<file path="config.mk">
export PLATFORM = sky130hd
export DESIGN_NAME = pulse_peak_finder
export DESIGN_NICKNAME = d
export VERILOG_FILES = /design/src/rtl/package_settings.sv /design/src/rtl/peak_finder_parameters.sv /design/src/rtl/peak_record_reg.sv /design/src/rtl/pulse_peak_finder.sv
export SDC_FILE = /design/constraint.sdc
export NUM_CORES = 1
export LEC_CHECK = 0
export ABC_AREA = 1
export CAP_MARGIN = 10
export CORE_AREA = 5 5 117 119
export DETAILED_ROUTE_END_ITERATION = 6
export DIE_AREA = 0 0 122 124
export PLACE_DENSITY = 0.7
export SLEW_MARGIN = 10
export SYNTH_ARGS = -nofsm -noshare
export SYNTH_HDL_FRONTEND = slang
export SYNTH_HIERARCHICAL = 1
export SYNTH_SLANG_ARGS = --single-unit
</file>
<file path="constraint.sdc">
create_clock -name clk -period 2.9 [get_ports clk]
set_clock_uncertainty 0.05 [all_clocks]
set_input_delay 0.58 -clock clk [delete_from_list [all_inputs] [get_ports clk]]
set_output_delay 0.58 -clock clk [all_outputs]
set_load 0.01 [all_outputs]
</file>
<file path="src/rtl/package_settings.sv">
// package_settings: shared sample/timestamp widths and the pulse finder FSM state type.
package package_settings;
    localparam int SIZE_FILTER_DATA = 15;
    localparam int DW = SIZE_FILTER_DATA + 1;
    localparam int TS_WIDTH = 16;
    typedef enum logic [1:0] {ST_IDLE, ST_ARMED, ST_HOLD} pf_state_t;
endpackage

</file>
<file path="src/rtl/peak_finder_parameters.sv">
// peak_finder_parameters: default tuning values for pulse_peak_finder and a counter sizing helper.
package peak_finder_parameters;
    localparam int DEF_THRESHOLD = 100;
    localparam int DEF_HOLDOFF = 8;
    localparam int DEF_MAX_WIDTH = 64;
    function automatic int cnt_width(input int n);
        return (n < 1) ? 1 : $clog2(n + 1);
    endfunction
endpackage

</file>
<file path="src/rtl/peak_record_reg.sv">
// peak_record_reg: single-entry output record with valid/ready handshake and saturating drop counter.
module peak_record_reg
    import package_settings::*;
(
    input  logic                clk,
    input  logic                reset,
    input  logic                emit_i,
    input  logic [DW-1:0]       amp_i,
    input  logic [TS_WIDTH-1:0] time_i,
    input  logic                overlong_i,
    input  logic                ready_i,
    output logic                valid_o,
    output logic [DW-1:0]       amp_o,
    output logic [TS_WIDTH-1:0] time_o,
    output logic                overlong_o,
    output logic [7:0]          lost_o
);
    logic                valid_q, valid_d;
    logic [DW-1:0]       amp_q, amp_d;
    logic [TS_WIDTH-1:0] time_q, time_d;
    logic                over_q, over_d;
    logic [7:0]          lost_q, lost_d;
    logic                load, drop;

    // A consume on the same edge frees the slot, so a new record may replace it.
    always_comb begin
        load    = emit_i && (!valid_q || ready_i);
        drop    = emit_i && valid_q && !ready_i;
        valid_d = load || (valid_q && !ready_i);
        amp_d   = load ? amp_i : amp_q;
        time_d  = load ? time_i : time_q;
        over_d  = load ? overlong_i : over_q;
        lost_d  = (drop && lost_q != 8'hFF) ? lost_q + 8'd1 : lost_q;
    end

    always_ff @(posedge clk) begin
        if (reset) begin
            valid_q <= 1'b0;
            amp_q   <= '0;
            time_q  <= '0;
            over_q  <= 1'b0;
            lost_q  <= '0;
        end else begin
            valid_q <= valid_d;
            amp_q   <= amp_d;
            time_q  <= time_d;
            over_q  <= over_d;
            lost_q  <= lost_d;
        end
    end

    assign valid_o    = valid_q;
    assign amp_o      = amp_q;
    assign time_o     = time_q;
    assign overlong_o = over_q;
    assign lost_o     = lost_q;
endmodule

</file>
<file path="src/rtl/pulse_peak_finder.sv">
// pulse_peak_finder: detects pulses above THRESHOLD and reports the peak amplitude and first peak time.
module pulse_peak_finder
    import package_settings::*;
    import peak_finder_parameters::*;
#(
    parameter int THRESHOLD = DEF_THRESHOLD,
    parameter int HOLDOFF   = DEF_HOLDOFF,
    parameter int MAX_WIDTH = DEF_MAX_WIDTH
) (
    input  logic                clk,
    input  logic                reset,
    input  logic [DW-1:0]       input_data,
    input  logic                peak_ready,
    output logic                peak_valid,
    output logic [DW-1:0]       peak_amplitude,
    output logic [TS_WIDTH-1:0] peak_time,
    output logic                peak_overlong,
    output logic [7:0]          lost_count
);
    localparam int WW = cnt_width(MAX_WIDTH);
    localparam int HW = cnt_width(HOLDOFF);
    localparam logic signed [DW-1:0] THR = DW'(THRESHOLD);
    localparam logic [WW-1:0] MAX_W = WW'(MAX_WIDTH);
    localparam logic [HW-1:0] HOLD_N = HW'(HOLDOFF);

    pf_state_t             state_q, state_d;
    logic [TS_WIDTH-1:0]   ts_q, max_time_q, max_time_d;
    logic signed [DW-1:0]  max_q, max_d, sample;
    logic [WW-1:0]         width_q, width_d;
    logic [HW-1:0]         hold_q, hold_d;
    logic                  above, emit, emit_over;

    assign sample = $signed(input_data);
    assign above  = sample > THR;

    // The emitted record uses the next-state max so an overlong report includes the final sample.
    always_comb begin
        state_d    = state_q;
        max_d      = max_q;
        max_time_d = max_time_q;
        width_d    = width_q;
        hold_d     = hold_q;
        emit       = 1'b0;
        emit_over  = 1'b0;
        case (state_q)
            ST_IDLE: if (above) begin
                state_d    = ST_ARMED;
                max_d      = sample;
                max_time_d = ts_q;
                width_d    = WW'(1);
            end
            ST_ARMED: if (!above) begin
                emit    = 1'b1;
                state_d = ST_HOLD;
                hold_d  = '0;
            end else begin
                if (sample > max_q) begin
                    max_d      = sample;
                    max_time_d = ts_q;
                end
                width_d = width_q + WW'(1);
                if (width_d >= MAX_W) begin
                    emit      = 1'b1;
                    emit_over = 1'b1;
                    state_d   = ST_HOLD;
                    hold_d    = '0;
                end
            end
            ST_HOLD: if (hold_q < HOLD_N) begin
                hold_d = hold_q + HW'(1);
            end else if (!above) begin
                state_d = ST_IDLE;
                hold_d  = '0;
            end
            default: state_d = ST_IDLE;
        endcase
    end

    always_ff @(posedge clk) begin
        if (reset) begin
            state_q    <= ST_IDLE;
            ts_q       <= '0;
            max_q      <= '0;
            max_time_q <= '0;
            width_q    <= '0;
            hold_q     <= '0;
        end else begin
            state_q    <= state_d;
            ts_q       <= ts_q + TS_WIDTH'(1);
            max_q      <= max_d;
            max_time_q <= max_time_d;
            width_q    <= width_d;
            hold_q     <= hold_d;
        end
    end

    peak_record_reg u_rec (
        .clk        (clk),
        .reset      (reset),
        .emit_i     (emit),
        .amp_i      (max_d),
        .time_i     (max_time_d),
        .overlong_i (emit_over),
        .ready_i    (peak_ready),
        .valid_o    (peak_valid),
        .amp_o      (peak_amplitude),
        .time_o     (peak_time),
        .overlong_o (peak_overlong),
        .lost_o     (lost_count)
    );
endmodule
</file>
==> impl_results.html, run 1 <==
<table>
<tr><th>Metric</th><th>Value</th></tr>
<tr><th colspan="2">Status</th></tr>
<tr><td>Result of the run</td><td>finished, final reports clean</td></tr>
<tr><th colspan="2">Logic synthesis</th></tr>
<tr><td>Biggest area consumer among synthesized cells</td><td>dfxtp_1</td></tr>
<tr><td>Largest cells by area after synthesis</td><td>dfxtp_1 37%, nand2_1 8.8%, nor2_1 7.1%</td></tr>
<tr><td>Post-synthesis instance area</td><td>0.00550 mm^2</td></tr>
<tr><td>Post-synthesis sequential element count</td><td>103</td></tr>
<tr><td>Number of flops mapped to enable cells by yosys</td><td>0</td></tr>
<tr><td>Most numerous cell in the Yosys netlist</td><td>nand2_1</td></tr>
<tr><td>Cell count after synthesis</td><td>797</td></tr>
<tr><td>Net count after synthesis</td><td>836</td></tr>
<tr><td>Seq/Total Area, Yosys</td><td>37.5%</td></tr>
<tr><td>Fraction of registers with async set/reset</td><td>0%</td></tr>
<tr><td>Commonest cells post-synth</td><td>129 x nand2_1, 104 x nor2_1, 103 x dfxtp_1</td></tr>
<tr><td>Syn_area_per_cell</td><td>6.90 um^2</td></tr>
<tr><td>Prevailing post-synth register cell</td><td>dfxtp_1</td></tr>
<tr><td>Share of the synthesized area in the top cell type</td><td>37.5%</td></tr>
<tr><td>Library cells used by synthesis</td><td>33</td></tr>
<tr><td>Yosys synthesis warning count</td><td>6</td></tr>
<tr><th colspan="2">Power and ir drop</th></tr>
<tr><td>Leakage component of the power</td><td>2.85 nW</td></tr>
<tr><td>Worst vdd rail ir drop</td><td>0.000511 V</td></tr>
<tr><td>Relative contribution of combinational cells to total power</td><td>18.5%</td></tr>
<tr><td>Internal power</td><td>2.51 mW</td></tr>
<tr><td>Share of total power in sequential cells</td><td>43.7%</td></tr>
<tr><td>Relative contribution of the clock network to total power</td><td>37.8%</td></tr>
<tr><td>Proportion of total power due to net switching</td><td>27.9%</td></tr>
<tr><td>Power spent charging and discharging nets</td><td>0.970 mW</td></tr>
<tr><td>Power per cell area</td><td>518 mW/mm^2</td></tr>
<tr><th colspan="2">Finish</th></tr>
<tr><td>Post-route cell area</td><td>0.00672 mm^2</td></tr>
<tr><td>Layout cells sized above 1</td><td>8.55%</td></tr>
<tr><td>Utilization after layout</td><td>53.9%</td></tr>
<tr><td>Post-synthesis to final-layout area growth</td><td>22.2%</td></tr>
<tr><td>Filler Cell Count</td><td>1203</td></tr>
<tr><td>Final net count</td><td>900</td></tr>
<tr><td>Total inserted antenna cells</td><td>0</td></tr>
<tr><td>Post-Layout Cell Count</td><td>1037</td></tr>
<tr><th colspan="2">Routing</th></tr>
<tr><td>Pre-antenna DRT Iters</td><td>5</td></tr>
<tr><td>Remaining number of nets flagged by the antenna check after routing</td><td>0</td></tr>
<tr><td>DRT iter0 DRCs</td><td>457</td></tr>
<tr><td>Post-Route WL</td><td>14000 um</td></tr>
<tr><td>Via count</td><td>5311</td></tr>
<tr><td>Average wire per standard cell</td><td>13.5 um</td></tr>
<tr><td>Detail-routed via count per cell</td><td>5.12</td></tr>
<tr><td>DRC</td><td>0</td></tr>
<tr><th colspan="2">Worst hold path</th></tr>
<tr><td>Beginning of the worst hold path</td><td>reset</td></tr>
<tr><td>Path class of the lowest-slack min-delay path</td><td>in2reg</td></tr>
<tr><th colspan="2">Global route</th></tr>
<tr><td>GRT Residual Overflow</td><td>0</td></tr>
<tr><td>First-pass GRT wire length</td><td>23900 um</td></tr>
<tr><td>Largest net degree at the start of global routing</td><td>48</td></tr>
<tr><td>Overall Global Routing Usage</td><td>19.7%</td></tr>
<tr><td>Via count of the first global-routing pass</td><td>4946</td></tr>
<tr><td>Number of antenna violations at the first check in global routing</td><td>0</td></tr>
<tr><th colspan="2">Critical path</th></tr>
<tr><td>Crit-path slowest cell</td><td>clkdlybuf4s50_1</td></tr>
<tr><td>Kind of launch point of the worst setup path</td><td>input pin</td></tr>
<tr><td>Cell chain of the critical path</td><td>clkdlybuf4s50_1 -&gt; ha_1 -&gt; nand2_1 -&gt; nor2_1 -&gt; nand4_1 -&gt; nor2_1 -&gt; nor2_4 -&gt; nand2_4 -&gt; buf_12 -&gt; nand2_1 -&gt; nand3_1 -&gt; nand2_1 -&gt; o21ai_0 -&gt; nor2_1</td></tr>
<tr><td>Kind of cell adding the most delay to the critical path</td><td>simple AND/OR/NAND/NOR gates</td></tr>
<tr><td>CP max stage delay</td><td>0.45 ns</td></tr>
<tr><td>Data arrival at the endpoint of the critical path</td><td>2.79 ns</td></tr>
<tr><td>Reg2Reg Launch Point</td><td>max_q[15]</td></tr>
<tr><td>Crit path kind</td><td>in2reg</td></tr>
<tr><td>CP endpoint kind</td><td>flop</td></tr>
<tr><td>Largest fanout on the critical path</td><td>9</td></tr>
<tr><td>Start point of the critical path</td><td>input_data[7]</td></tr>
<tr><td>Buffers plus inverters on the worst setup path</td><td>2</td></tr>
<tr><td>Required time worst endpoint</td><td>3.10 ns</td></tr>
<tr><th colspan="2">Clock tree</th></tr>
<tr><td>Post-CTS resize count</td><td>0</td></tr>
<tr><td>Clock sink total</td><td>103</td></tr>
<tr><td>Root buf cell</td><td>clkbuf_16</td></tr>
<tr><td>Clk_lat worst skew</td><td>0.35 ns</td></tr>
<tr><td>CTS tree</td><td>built</td></tr>
<tr><td># H-tree levels</td><td>3</td></tr>
<tr><td>Total CTS buffers</td><td>9</td></tr>
<tr><td>Max Buffers Root-to-Sink</td><td>2</td></tr>
<tr><td>Postcts setup bufs</td><td>0</td></tr>
<tr><td>Clk pin slew, worst setup/hold paths</td><td>0.08 ns</td></tr>
<tr><td>Number of hold buffers added after cts</td><td>0</td></tr>
<tr><th colspan="2">Placed design</th></tr>
<tr><td>Area after detailed placement</td><td>0.00640 mm^2</td></tr>
<tr><td>Worst slack at placement</td><td>-0.0506 ns</td></tr>
<tr><td>Count of port buffers added during placement</td><td>60</td></tr>
<tr><td>Post-Place Cells</td><td>1022</td></tr>
<tr><td>Routability congestion estimate from global placement</td><td>0.872</td></tr>
<tr><td>Detail Placement HPWL</td><td>9940 um</td></tr>
<tr><th colspan="2">Timing</th></tr>
<tr><td>Fin. Hold Viols</td><td>0</td></tr>
<tr><td>Final critical path time including I/O delays and setup</td><td>2.59 ns</td></tr>
<tr><td>Period Utilization, post-route</td><td>89.5%</td></tr>
<tr><td>RSZ-0062 raised after global routing</td><td>no</td></tr>
<tr><td>Total count of max-transition violations in the final report</td><td>0</td></tr>
<tr><td>Final setup margin</td><td>0.306 ns</td></tr>
<tr><td>Post-route worst hold slack</td><td>0.387 ns</td></tr>
<tr><td>Fmax</td><td>385 MHz</td></tr>
<tr><td># setup viols final</td><td>0</td></tr>
<tr><td>Worst slew margin</td><td>27.0%</td></tr>
<tr><td>Slew @ Worst Pin</td><td>1.09 ns</td></tr>
<tr><th colspan="2">Floorplanning</th></tr>
<tr><td>Overall die height</td><td>124 um</td></tr>
<tr><td>Die width</td><td>122 um</td></tr>
<tr><td>I/O pin cnt</td><td>61</td></tr>
<tr><td>Area of the core region</td><td>0.0125 mm^2</td></tr>
<tr><td>Die area</td><td>0.0151 mm^2</td></tr>
<tr><td>Row count</td><td>41</td></tr>
<tr><td>Starting utilization of the core area</td><td>44.1%</td></tr>
<tr><th colspan="2">Flow run</th></tr>
<tr><td>Reported max-cap violation count</td><td>0</td></tr>
</table>
## routing by layer
metal  part of all wire, %  vias to the layer above  wire, um  global-route usage (%)
met4                   1.4                        0       192                    5.74
met1                    48                     2366      6670                    27.1
met2                    44                      161      6160                    30.5
li1                      -                     2765         -                       -
met5                     0                        -         0                       0
met3                   6.8                       19       952                    5.00
## power by group through the flow
stage | clock (mW) | combinational [mW] | sequential (mW)
after floorplan | 0 | 0.400 | 1.56
after global placement | 0 | 0.635 | 1.55
after detailed placement | 0 | 0.639 | 1.55
after CTS | 1.36 | 0.642 | 1.52
after global routing | 1.41 | 0.730 | 1.53
final | 1.32 | 0.645 | 1.52
## cells in the final DEF, fill, tap and decap left out, drive strengths merged
cell           netlist  routed
ha                  20      20
clkbuf              13       9
a21o                 1       1
inv                104     106
nor2               109     109
o21a                 2       2
nor4                 3       3
nand3               76      76
nand3b               1       1
xor2                 5       5
and3                 1       1
dfxtp              103     103
buf                 26      33
clkdlybuf4s50        0      59
bufinv               0       2
nor3b                1       1
o21ai               81      81
nand4                7       7
a21oi               63      63
clkinv               1       3
nand2              137     137
nor3                15      15
o221ai              28      28
## cells by family (layout without fill, tap and decap cells)
logic type / count (synthesis) / after routing / synth area share (%)
buffers and inverters: 144 / 212 / 11.1
and+or+nand+nor: 350 / 350 / 28.1
AOI/OAI and AO/OA: 175 / 175 / 18.0
adders and majority gates: 20 / 20 / 4.55
DFF: 103 / 103 / 37.5
xor gates and xnor gates: 5 / 5 / 0.796
## state kept, by name (all words and copies together) (netlist names)
signal,flops
ts_q,16
u_rec/valid_o,1
u_rec/overlong_o,1
u_rec/amp_o,16
state_q,2
u_rec/time_o,16
u_rec/lost_o,8
hold_q,4
max_q,16
max_time_q,16
width_q,7
## path summary, 6_finish.rpt
check	end	slack, ns	cells after the start
max	u_rec/amp_o[10]	0.31	14
min	u_rec/valid_o	0.39	2
max reg2reg	u_rec/amp_o[10]	0.59	15
min reg2reg	ts_q[0]	0.42	1
## through the flow
step	power [mW]	TNS, ns
finish	3.48	0
global route	3.68	0
CTS	3.52	0
detailed placement	2.19	-0.146
global placement	2.19	-0.0329
floorplan	1.96	0
## final cells by class
type / count / area (um^2) / area share (%)
Inverter: 105 / 394 / 5.86
Timing Repair Buffer: 92 / 898 / 13.4
Clock buffer: 9 / 225 / 3.35
Tap cell: 172 / 215 / 3.20
Clock inverter: 6 / 93.8 / 1.40
Multi-Input combinational cell: 550 / 2830 / 42.1
Sequential cell: 103 / 2060 / 30.7
Power figures use the tool's default switching activity.
==> run 2: changes to the inputs <==
--- a/config.mk
+++ b/config.mk
@@ -5,7 +5,6 @@
 export SDC_FILE = /design/constraint.sdc
 export NUM_CORES = 1
 export LEC_CHECK = 0
-export ABC_AREA = 1
 export CAP_MARGIN = 10
 export CORE_AREA = 5 5 117 119
 export DETAILED_ROUTE_END_ITERATION = 6
==> constraint.sdc (replaced) <==
create_clock -name clk -period 2.93 [get_ports clk]
set_clock_uncertainty 0.05 [all_clocks]
set_input_delay 0.586 -clock clk [delete_from_list [all_inputs] [get_ports clk]]
set_output_delay 0.586 -clock clk [all_outputs]
set_load 0.01 [all_outputs]
==> run 2 against run 1 <==
Against the previous run:
- clock-buffer cell count up 1
- combinational power down 18%
- die area is the same
- clock power decreased by 6%
- final cell count decreased by 17%
- via count down 14%
- utilization is 2.2 points higher
- critical path type unchanged
- largest cell class unchanged
==> impl_results.html, run 2 <==
<table>
<tr><th>Metric</th><th>Value</th></tr>
<tr><th colspan="2">Global route</th></tr>
<tr><td>Largest net degree at the start of global routing</td><td>84 (was 48)</td></tr>
<tr><td>GRT Residual Overflow</td><td>0 (unchanged)</td></tr>
<tr><td>Via count of the first global-routing pass</td><td>4356 (was 4946)</td></tr>
<tr><td>First-pass GRT wire length</td><td>21500 um (was 23900 um)</td></tr>
<tr><td>Number of antenna violations at the first check in global routing</td><td>1 (was 0)</td></tr>
<tr><td>Overall Global Routing Usage</td><td>17.8% (was 19.7%)</td></tr>
<tr><th colspan="2">Routing</th></tr>
<tr><td>Post-Route WL</td><td>13700 um (was 14000 um)</td></tr>
<tr><td>Via count</td><td>4550 (was 5311)</td></tr>
<tr><td>Remaining number of nets flagged by the antenna check after routing</td><td>0 (unchanged)</td></tr>
<tr><td>Detail-routed via count per cell</td><td>5.29 (was 5.12)</td></tr>
<tr><td>DRT iter0 DRCs</td><td>336 (was 457)</td></tr>
<tr><td>Pre-antenna DRT Iters</td><td>5 (unchanged)</td></tr>
<tr><td>DRC</td><td>0 (unchanged)</td></tr>
<tr><td>Average wire per standard cell</td><td>15.9 um (was 13.5 um)</td></tr>
<tr><th colspan="2">Clock tree</th></tr>
<tr><td>Clk_lat worst skew</td><td>0.35 ns (about the same)</td></tr>
<tr><td>Number of hold buffers added after cts</td><td>0 (unchanged)</td></tr>
<tr><td>Max Buffers Root-to-Sink</td><td>2 (unchanged)</td></tr>
<tr><td># H-tree levels</td><td>3 (unchanged)</td></tr>
<tr><td>CTS tree</td><td>built (unchanged)</td></tr>
<tr><td>Clock sink total</td><td>103 (unchanged)</td></tr>
<tr><td>Clk pin slew, worst setup/hold paths</td><td>0.07 ns (was 0.08 ns)</td></tr>
<tr><td>Root buf cell</td><td>clkbuf_16 (unchanged)</td></tr>
<tr><td>Total CTS buffers</td><td>9 (unchanged)</td></tr>
<tr><th colspan="2">Critical path</th></tr>
<tr><td>Kind of launch point of the worst setup path</td><td>input pin (unchanged)</td></tr>
<tr><td>Worst R2R End</td><td>u_rec/time_o[13] (was u_rec/amp_o[10])</td></tr>
<tr><td>Capturing instance or port of the critical path</td><td>u_rec/time_o[13] (was u_rec/amp_o[10])</td></tr>
<tr><td>Cell chain of the critical path</td><td>clkdlybuf4s50_1 -&gt; inv_1 -&gt; ha_1 -&gt; nand2b_1 -&gt; a21oi_2 -&gt; o21ai_1 -&gt; and4_1 -&gt; o32a_4 -&gt; clkbuf_16 -&gt; mux2_4 -&gt; nand3_1 -&gt; a21oi_1 (was clkdlybuf4s50_1 -&gt; ha_1 -&gt; nand2_1 -&gt; nor2_1 -&gt; nand4_1 -&gt; nor2_1 -&gt; nor2_4 -&gt; nand2_4 -&gt; buf_12 -&gt; nand2_1 -&gt; nand3_1 -&gt; nand2_1 -&gt; o21ai_0 -&gt; nor2_1)</td></tr>
<tr><td>CP endpoint kind</td><td>flop (unchanged)</td></tr>
<tr><td>Required time worst endpoint</td><td>3.09 ns (was 3.10 ns)</td></tr>
<tr><td>CP max stage delay</td><td>0.52 ns (was 0.45 ns)</td></tr>
<tr><td>Crit path kind</td><td>in2reg (unchanged)</td></tr>
<tr><td>Largest fanout on the critical path</td><td>7 (was 9)</td></tr>
<tr><td>Start point of the critical path</td><td>input_data[0] (was input_data[7])</td></tr>
<tr><td>Crit-path slowest cell</td><td>clkdlybuf4s50_1 (unchanged)</td></tr>
<tr><td>Worst reg-to-reg setup slack</td><td>0.04 ns (was 0.59 ns)</td></tr>
<tr><td>Reg2Reg Launch Point</td><td>max_q[13] (was max_q[15])</td></tr>
<tr><td>Length in cells of the worst reg-to-reg path</td><td>11 (was 15)</td></tr>
<tr><td>Data arrival at the endpoint of the critical path</td><td>3.06 ns (was 2.79 ns)</td></tr>
<tr><th colspan="2">Timing</th></tr>
<tr><td>Final setup margin</td><td>0.0327 ns (was 0.306 ns)</td></tr>
<tr><td>Period Utilization, post-route</td><td>98.9%</td></tr>
<tr><td>Fin. Hold Viols</td><td>0 (unchanged)</td></tr>
<tr><td>Final critical path time including I/O delays and setup</td><td>2.90 ns</td></tr>
<tr><td>Worst slew margin</td><td>63.3% (was 27.0%)</td></tr>
<tr><td>Fmax</td><td>345 MHz</td></tr>
<tr><td># setup viols final</td><td>0 (unchanged)</td></tr>
<tr><td>Total count of max-transition violations in the final report</td><td>0 (unchanged)</td></tr>
<tr><td>Slew @ Worst Pin</td><td>0.551 ns (was 1.09 ns)</td></tr>
<tr><th colspan="2">Logic synthesis</th></tr>
<tr><td>Library cells used by synthesis</td><td>60 (was 33)</td></tr>
<tr><td>Syn_area_per_cell</td><td>9.23 um^2 (was 6.90 um^2)</td></tr>
<tr><td>Net count after synthesis</td><td>634 (was 836)</td></tr>
<tr><td>Number of flops mapped to enable cells by yosys</td><td>0 (unchanged)</td></tr>
<tr><td>Post-synthesis instance area</td><td>0.00549 mm^2 (was 0.00550 mm^2)</td></tr>
<tr><td>Most numerous cell in the Yosys netlist</td><td>dfxtp_1 (was nand2_1)</td></tr>
<tr><td>Cell count after synthesis</td><td>595 (was 797)</td></tr>
<tr><td>Commonest cells post-synth</td><td>103 x dfxtp_1, 66 x nand2b_1, 47 x a21oi_1 (was 129 x nand2_1, 104 x nor2_1, 103 x dfxtp_1)</td></tr>
<tr><td>Fraction of registers with async set/reset</td><td>0% (unchanged)</td></tr>
<tr><td>Prevailing post-synth register cell</td><td>dfxtp_1 (unchanged)</td></tr>
<tr><td>Largest cells by area after synthesis</td><td>dfxtp_1 38%, mux2_4 8.7%, nand2b_1 7.5% (was dfxtp_1 37%, nand2_1 8.8%, nor2_1 7.1%)</td></tr>
<tr><td>Yosys synthesis warning count</td><td>6 (unchanged)</td></tr>
<tr><td>Share of the synthesized area in the top cell type</td><td>37.5% (about the same)</td></tr>
<tr><td>Post-synthesis sequential element count</td><td>103 (unchanged)</td></tr>
<tr><td>Seq/Total Area, Yosys</td><td>37.5% (about the same)</td></tr>
<tr><td>Biggest area consumer among synthesized cells</td><td>dfxtp_1 (unchanged)</td></tr>
<tr><th colspan="2">Placed design</th></tr>
<tr><td>Detail Placement HPWL</td><td>9110 um (was 9940 um)</td></tr>
<tr><td>Post-Place Cells</td><td>830 (was 1022)</td></tr>
<tr><td>Worst slack at placement</td><td>-0.550 ns (was -0.0506 ns)</td></tr>
<tr><td>Count of port buffers added during placement</td><td>60 (unchanged)</td></tr>
<tr><td>Routability congestion estimate from global placement</td><td>0.846 (was 0.872)</td></tr>
<tr><th colspan="2">Finish</th></tr>
<tr><td>Layout cells sized above 1</td><td>20.9% (was 8.55%)</td></tr>
<tr><td>Highest-count cells in the layout ignoring fill and taps</td><td>103 x dfxtp_1, 66 x nand2b_1, 51 x buf_4, 49 x clkdlybuf4s50_1 (was 129 x nand2_1, 103 x nor2_1, 103 x dfxtp_1, 95 x inv_1, 76 x nand3_1)</td></tr>
<tr><td>Final net count</td><td>722 (was 900)</td></tr>
<tr><td>Filler Cell Count</td><td>1082 (was 1203)</td></tr>
<tr><td>Post-Layout Cell Count</td><td>860 (was 1037)</td></tr>
<tr><td>Utilization after layout</td><td>56.1% (was 53.9%)</td></tr>
<tr><td>Total inserted antenna cells</td><td>0 (unchanged)</td></tr>
<tr><td>Post-synthesis to final-layout area growth</td><td>27.4% (was 22.2%)</td></tr>
<tr><td>Commonest non-fill, non-tap cell in the layout</td><td>dfxtp_1 (was nand2_1)</td></tr>
<tr><th colspan="2">Flow run</th></tr>
<tr><td>Reported max-cap violation count</td><td>0 (unchanged)</td></tr>
<tr><th colspan="2">Floorplanning</th></tr>
<tr><td>Die width</td><td>122 um (unchanged)</td></tr>
<tr><td>I/O pin cnt</td><td>61 (unchanged)</td></tr>
<tr><td>Overall die height</td><td>124 um (unchanged)</td></tr>
<tr><td>Die area</td><td>0.0151 mm^2 (unchanged)</td></tr>
<tr><td>Row count</td><td>41 (unchanged)</td></tr>
<tr><td>Starting utilization of the core area</td><td>44.1% (about the same)</td></tr>
<tr><td>Area of the core region</td><td>0.0125 mm^2 (unchanged)</td></tr>
<tr><th colspan="2">Power and ir drop</th></tr>
<tr><td>Leakage component of the power</td><td>2.72 nW (was 2.85 nW)</td></tr>
<tr><td>Worst vdd rail ir drop</td><td>0.000273 V (was 0.000511 V)</td></tr>
<tr><td>Power per cell area</td><td>463 mW/mm^2 (was 518 mW/mm^2)</td></tr>
<tr><td>Final total power</td><td>3.24 mW (was 3.48 mW)</td></tr>
<tr><th colspan="2">Status</th></tr>
<tr><td>Result of the run</td><td>finished, final reports clean (unchanged)</td></tr>
<tr><th colspan="2">Worst hold path</th></tr>
<tr><td>Path class of the lowest-slack min-delay path</td><td>reg2reg (was in2reg)</td></tr>
</table>
## run 2: cell count changes after synthesis, moves of 16 or more
cell / delta
nand2_1: -111
inv_1: -71
nor2_1: -71
o21ai_0: -68
nand2b_1: +66
mux2i_1: +33
mux2_4: +32
nand3_1: -32
o21ai_1: +30
o221ai_1: -28
a21oi_1: -16
## run 2: timing repair
action	in CTS	in global routing
endpoints found under the setup margin	49	50
pin swaps	8	16
setup buffers	3	9
resized for setup	10	37
cloned	1	1
## run 2: cells by family (layout without fill, tap and decap cells)
group / after synthesis / count (layout) / share of synthesized area [%]
adders and majority gates: 20 / 20 / 4.56
AOI/OAI and AO/OA: 116 / 116 / 13.0
and+or+nand+nor: 208 / 208 / 21.2
xor gates and xnor gates: 16 / 16 / 2.55
DFF: 103 / 103 / 37.5
muxes: 67 / 67 / 15.2
buffers and inverters: 65 / 158 / 6.01
## run 2: power by group
group | total, mW | switching, mW | internal (mW)
registers | 1.47 | 0.0332 | 1.44
clock network | 1.24 | 0.550 | 0.689
logic | 0.529 | 0.247 | 0.282
total | 3.24 | 0.831 | 2.41
## run 2: cell type report
class	instances	area [um^2]	share of cell area [%]
multi-input cells	427	3220	46.0
repair buffers	118	1100	15.8
clock inverters	6	65.1	0.930
clock buffers	10	239	3.42
well taps	172	215	3.08
flip-flops and latches	103	2060	29.5
inverters	24	90.1	1.29
## run 2: how the worst min path moves through the flow
stage	slack, ns	start	to	depth (start not counted)
2_1_floorplan	0.39	ts_q[0]	ts_q[0]	1
3_3_place_gp	0.40	max_q[15]	max_q[15]	1
3_5_place_dp	0.41	max_q[15]	max_q[15]	1
4_1_cts	0.42	max_q[15]	max_q[15]	1
5_1_grt	0.44	max_q[15]	max_q[15]	1
6_report	0.41	max_q[15]	max_q[15]	1
## run 2: metrics by stage
step	setup TNS [ns]	area, um^2	hold slack (ns)
6_report	0	7000	0.415
5_1_grt	-1.58	7000	0.436
3_5_place_dp	-28.74	6440	0.410
2_1_floorplan	0	5490	0.387
4_1_cts	-0.203	6810	0.420
3_3_place_gp	-25.52	6440	0.404
## run 2: critical path: cells and delay by family
| kind | cells | cell delay (ns) |
|---|---|---|
| buffers and inverters | 3 | 0.79 |
| AOI/OAI and AO/OA | 4 | 0.77 |
| and+or+nand+nor | 3 | 0.41 |
| muxes | 1 | 0.30 |
| adders and majority gates | 1 | 0.18 |
## run 2: layer usage
| metal | part of all wire, % | global-route usage, % | vias up |
|---|---|---|---|
| li1 | - | - | 2260 |
| met1 | 43 | 22.3 | 2169 |
| met2 | 50 | 30.4 | 92 |
| met3 | 4.8 | 3.13 | 27 |
| met4 | 2.3 | 7.56 | 2 |
| met5 | 0.051 | 0 | - |
==> run 3: changes to the inputs <==
--- a/config.mk
+++ b/config.mk
@@ -6,9 +6,9 @@
 export NUM_CORES = 1
 export LEC_CHECK = 0
 export CAP_MARGIN = 10
-export CORE_AREA = 5 5 117 119
+export CORE_AREA = 2 2 136 98
 export DETAILED_ROUTE_END_ITERATION = 6
-export DIE_AREA = 0 0 122 124
+export DIE_AREA = 0 0 138 100
 export PLACE_DENSITY = 0.7
 export SLEW_MARGIN = 10
 export SYNTH_ARGS = -nofsm -noshare
==> run 3 against run 2 <==
Against the previous run:
- setup slack better by 0.0025 ns
- sequential power about the same
- register-to-register slack better by 0.05 ns
- power fell by 2.9%
- clock power is 7% lower
- combinational power shrank 0.8%
- die area shrank 8.8%
- sequential cell count unchanged
- critical path type unchanged
- critical endpoint is now u_rec/time_o[2]
- largest cell class unchanged
==> impl_results.html, run 3 (same netlist as run 2, synthesis figures left out) <==
<table>
<tr><th>Metric</th><th>Value</th></tr>
<tr><th colspan="2">Critical path</th></tr>
<tr><td>Worst reg-to-reg setup slack</td><td>0.09 ns (was 0.04 ns)</td></tr>
<tr><td>Start point of the critical path</td><td>input_data[0] (unchanged)</td></tr>
<tr><td>Cell mode on critical path</td><td>a21oi_1</td></tr>
<tr><td>Capturing instance or port of the critical path</td><td>u_rec/time_o[2] (was u_rec/time_o[13])</td></tr>
<tr><td>Largest fanout on the critical path</td><td>8 (was 7)</td></tr>
<tr><td>Crit-path slowest cell</td><td>clkdlybuf4s50_1 (unchanged)</td></tr>
<tr><td>Cell chain of the critical path</td><td>clkdlybuf4s50_1 -&gt; inv_1 -&gt; ha_1 -&gt; nand2b_1 -&gt; a21oi_1 -&gt; o21ai_2 -&gt; and4_1 -&gt; o32a_4 -&gt; buf_12 -&gt; mux2_4 -&gt; nand3_1 -&gt; a21oi_1 (was clkdlybuf4s50_1 -&gt; inv_1 -&gt; ha_1 -&gt; nand2b_1 -&gt; a21oi_2 -&gt; o21ai_1 -&gt; and4_1 -&gt; o32a_4 -&gt; clkbuf_16 -&gt; mux2_4 -&gt; nand3_1 -&gt; a21oi_1)</td></tr>
<tr><td>CP max stage delay</td><td>0.51 ns (was 0.52 ns)</td></tr>
<tr><td>Length in cells of the worst reg-to-reg path</td><td>11 (unchanged)</td></tr>
<tr><td>Worst R2R End</td><td>u_rec/time_o[2] (was u_rec/time_o[13])</td></tr>
<tr><td>Required time worst endpoint</td><td>3.10 ns (was 3.09 ns)</td></tr>
<tr><td>Crit path kind</td><td>in2reg (unchanged)</td></tr>
<tr><td>Data arrival at the endpoint of the critical path</td><td>3.06 ns (about the same)</td></tr>
<tr><td>Kind of launch point of the worst setup path</td><td>input pin (unchanged)</td></tr>
<tr><td>CP endpoint kind</td><td>flop (unchanged)</td></tr>
<tr><td>Reg2Reg Launch Point</td><td>max_q[10] (was max_q[13])</td></tr>
<tr><th colspan="2">Routing</th></tr>
<tr><td>Average wire per standard cell</td><td>15.7 um (was 15.9 um)</td></tr>
<tr><td>Met2 WL</td><td>6030 um (was 6830 um)</td></tr>
<tr><td>Via count</td><td>4561 (was 4550)</td></tr>
<tr><td>Detail-routed via count per cell</td><td>5.32 (was 5.29)</td></tr>
<tr><td>Topmost layer with routed signal wires</td><td>met4 (was met5)</td></tr>
<tr><td>DRT iter0 DRCs</td><td>286 (was 336)</td></tr>
<tr><td>DRC</td><td>0 (unchanged)</td></tr>
<tr><td>Remaining number of nets flagged by the antenna check after routing</td><td>0 (unchanged)</td></tr>
<tr><td>Pre-antenna DRT Iters</td><td>4 (was 5)</td></tr>
<tr><td>Detail Route met3 WL</td><td>641 um (was 657 um)</td></tr>
<tr><td>Routed metal-1 wire length</td><td>6590 um (was 5890 um)</td></tr>
<tr><td>Post-Route WL</td><td>13400 um (was 13700 um)</td></tr>
<tr><th colspan="2">Global route</th></tr>
<tr><td>Overall Global Routing Usage</td><td>18.9% (was 17.8%)</td></tr>
<tr><td>Number of antenna violations at the first check in global routing</td><td>2 (was 1)</td></tr>
<tr><td>Via count of the first global-routing pass</td><td>4125 (was 4356)</td></tr>
<tr><td>First-pass GRT wire length</td><td>21200 um (was 21500 um)</td></tr>
<tr><td>Largest net degree at the start of global routing</td><td>104 (was 84)</td></tr>
<tr><td>GRT Residual Overflow</td><td>0 (unchanged)</td></tr>
<tr><th colspan="2">Finish</th></tr>
<tr><td>Highest-count cells in the layout ignoring fill and taps</td><td>103 x dfxtp_1, 66 x nand2b_1, 54 x buf_4, 47 x clkdlybuf4s50_1, 43 x a21oi_1 (was 103 x dfxtp_1, 66 x nand2b_1, 51 x buf_4, 49 x clkdlybuf4s50_1)</td></tr>
<tr><td>Filler Cell Count</td><td>1110 (was 1082)</td></tr>
<tr><td>Area taken by multi-input logic gates</td><td>0.00324 mm^2 (was 0.00322 mm^2)</td></tr>
<tr><td>Final net count</td><td>724 (was 722)</td></tr>
<tr><td>Commonest non-fill, non-tap cell in the layout</td><td>dfxtp_1 (unchanged)</td></tr>
<tr><td>Post-synthesis to final-layout area growth</td><td>27.8% (was 27.4%)</td></tr>
<tr><td>Layout cells sized above 1</td><td>21.0% (was 20.9%)</td></tr>
<tr><td>Register cell area after layout</td><td>0.00206 mm^2 (unchanged)</td></tr>
<tr><td>Post-Layout Cell Count</td><td>857 (was 860)</td></tr>
<tr><th colspan="2">Power and ir drop</th></tr>
<tr><td>Proportion of total power due to net switching</td><td>25.8% (was 25.7%)</td></tr>
<tr><td>Relative contribution of combinational cells to total power</td><td>16.7% (was 16.4%)</td></tr>
<tr><td>Power spent charging and discharging nets</td><td>0.811 mW (was 0.831 mW)</td></tr>
<tr><td>Share of total power in sequential cells</td><td>46.7% (was 45.4%)</td></tr>
<tr><td>Worst vdd rail ir drop</td><td>0.000265 V (was 0.000273 V)</td></tr>
<tr><td>Internal power</td><td>2.33 mW (was 2.41 mW)</td></tr>
<tr><td>Power per cell area</td><td>448 mW/mm^2 (was 463 mW/mm^2)</td></tr>
<tr><td>Relative contribution of the clock network to total power</td><td>36.6% (was 38.3%)</td></tr>
<tr><td>Leakage component of the power</td><td>2.72 nW (about the same)</td></tr>
<tr><th colspan="2">Clock tree</th></tr>
<tr><td>Clk_lat worst skew</td><td>0.35 ns (about the same)</td></tr>
<tr><td>Clk pin slew, worst setup/hold paths</td><td>0.07 ns (about the same)</td></tr>
<tr><td>Root buf cell</td><td>clkbuf_16 (unchanged)</td></tr>
<tr><td>Clock sink total</td><td>103 (unchanged)</td></tr>
<tr><td># H-tree levels</td><td>3 (unchanged)</td></tr>
<tr><td>CTS tree</td><td>built (unchanged)</td></tr>
<tr><td>Max Buffers Root-to-Sink</td><td>2 (unchanged)</td></tr>
<tr><td>Total CTS buffers</td><td>9 (unchanged)</td></tr>
<tr><td>Number of hold buffers added after cts</td><td>0 (unchanged)</td></tr>
<tr><th colspan="2">Timing</th></tr>
<tr><td>Total count of max-transition violations in the final report</td><td>0 (unchanged)</td></tr>
<tr><td>Slew @ Worst Pin</td><td>0.541 ns (was 0.551 ns)</td></tr>
<tr><td>Final critical path time including I/O delays and setup</td><td>2.89 ns (was 2.90 ns)</td></tr>
<tr><td>Worst slew margin</td><td>63.9% (was 63.3%)</td></tr>
<tr><td>Fin. Hold Viols</td><td>0 (unchanged)</td></tr>
<tr><td>Post-route worst hold slack</td><td>0.419 ns (was 0.415 ns)</td></tr>
<tr><td>Period Utilization, post-route</td><td>98.8% (was 98.9%)</td></tr>
<tr><td>Fmax</td><td>345 MHz (about the same)</td></tr>
<tr><td># setup viols final</td><td>0 (unchanged)</td></tr>
<tr><th colspan="2">Floorplanning</th></tr>
<tr><td>I/O pin cnt</td><td>61 (unchanged)</td></tr>
<tr><td>Die width</td><td>138 um (was 122 um)</td></tr>
<tr><td>Row count</td><td>35 (was 41)</td></tr>
<tr><td>Die area</td><td>0.0138 mm^2 (was 0.0151 mm^2)</td></tr>
<tr><td>Area of the core region</td><td>0.0127 mm^2 (was 0.0125 mm^2)</td></tr>
<tr><td>Overall die height</td><td>100 um (was 124 um)</td></tr>
<tr><td>Starting utilization of the core area</td><td>43.3% (was 44.1%)</td></tr>
<tr><th colspan="2">Worst hold path</th></tr>
<tr><td>Beginning of the worst hold path</td><td>width_q[1] (was max_q[15])</td></tr>
<tr><td>Path class of the lowest-slack min-delay path</td><td>reg2reg (unchanged)</td></tr>
<tr><th colspan="2">Placed design</th></tr>
<tr><td>Routability congestion estimate from global placement</td><td>0.825 (was 0.846)</td></tr>
<tr><td>Post-Place Cells</td><td>829 (was 830)</td></tr>
<tr><td>Detail Placement HPWL</td><td>9290 um (was 9110 um)</td></tr>
<tr><td>Count of port buffers added during placement</td><td>60 (unchanged)</td></tr>
<tr><th colspan="2">Status</th></tr>
<tr><td>Result of the run</td><td>finished, final reports clean (unchanged)</td></tr>
<tr><th colspan="2">Flow run</th></tr>
<tr><td>Reported max-cap violation count</td><td>0 (unchanged)</td></tr>
</table>
run 3: layer usage:
metal | vias up | GRT usage, %
met2 | 106 | 29.6
li1 | 2264 | -
met5 | - | 0
met1 | 2177 | 26.2
met4 | 0 | 5.97
met3 | 14 | 4.15
run 3: cell type report:
class                           count  area share (%)
Sequential cell                   103            29.4
Inverter                           24            1.28
Timing Repair Buffer              120            16.1
Clock inverter                      4           0.410
Clock buffer                       11            3.60
Multi-Input combinational cell    427            46.2
Tap cell                          166            2.96
Antenna cell                        2          0.0713
run 3: worst min path at each step:
| stage | to | slack, ns | cells after the start |
|---|---|---|---|
| 2_1_floorplan | ts_q[0] | 0.39 | 1 |
| 3_3_place_gp | max_q[15] | 0.41 | 1 |
| 3_5_place_dp | max_q[15] | 0.42 | 1 |
| 6_report | width_q[1] | 0.42 | 2 |
| 4_1_cts | width_q[1] | 0.43 | 2 |
| 5_1_grt | max_time_q[13] | 0.45 | 2 |
run 3: critical path: cells and delay by family:
| family | cells | cell delay [ns] |
|---|---|---|
| AOI/OAI and AO/OA | 4 | 0.83 |
| buffers and inverters | 3 | 0.76 |
| and+or+nand+nor | 3 | 0.42 |
| muxes | 1 | 0.29 |
| adders and majority gates | 1 | 0.19 |
run 3: timing repair:
action                     CTS  global route
resized for setup           23            27
pin swaps                   11            13
buffers inserted             1             8
cloned                       2             0
setup endpoints to repair   38            38
run 3: metrics by stage:
step	setup TNS, ns	instance area (um^2)	util [%]	worst slack (ns)	power [mW]
3_3_place_gp	-20.18	6450	50.8	-0.448	1.93
2_1_floorplan	0	5490	-	0.0922	1.79
6_report	0	7020	55.3	0.0353	3.14
3_5_place_dp	-26.21	6450	50.8	-0.514	1.95
5_1_grt	-0.0254	7020	55.3	-0.00650	3.26
4_1_cts	0	6860	54.0	0.00153	3.14
run 3: power groups by stage:
stage,Sequential [mW],Clock (mW),Combinational (mW)
2_1_floorplan,1.49,0,0.302
3_3_place_gp,1.50,0,0.436
3_5_place_dp,1.50,0,0.450
4_1_cts,1.47,1.18,0.492
5_1_grt,1.47,1.23,0.563
6_report,1.47,1.15,0.525
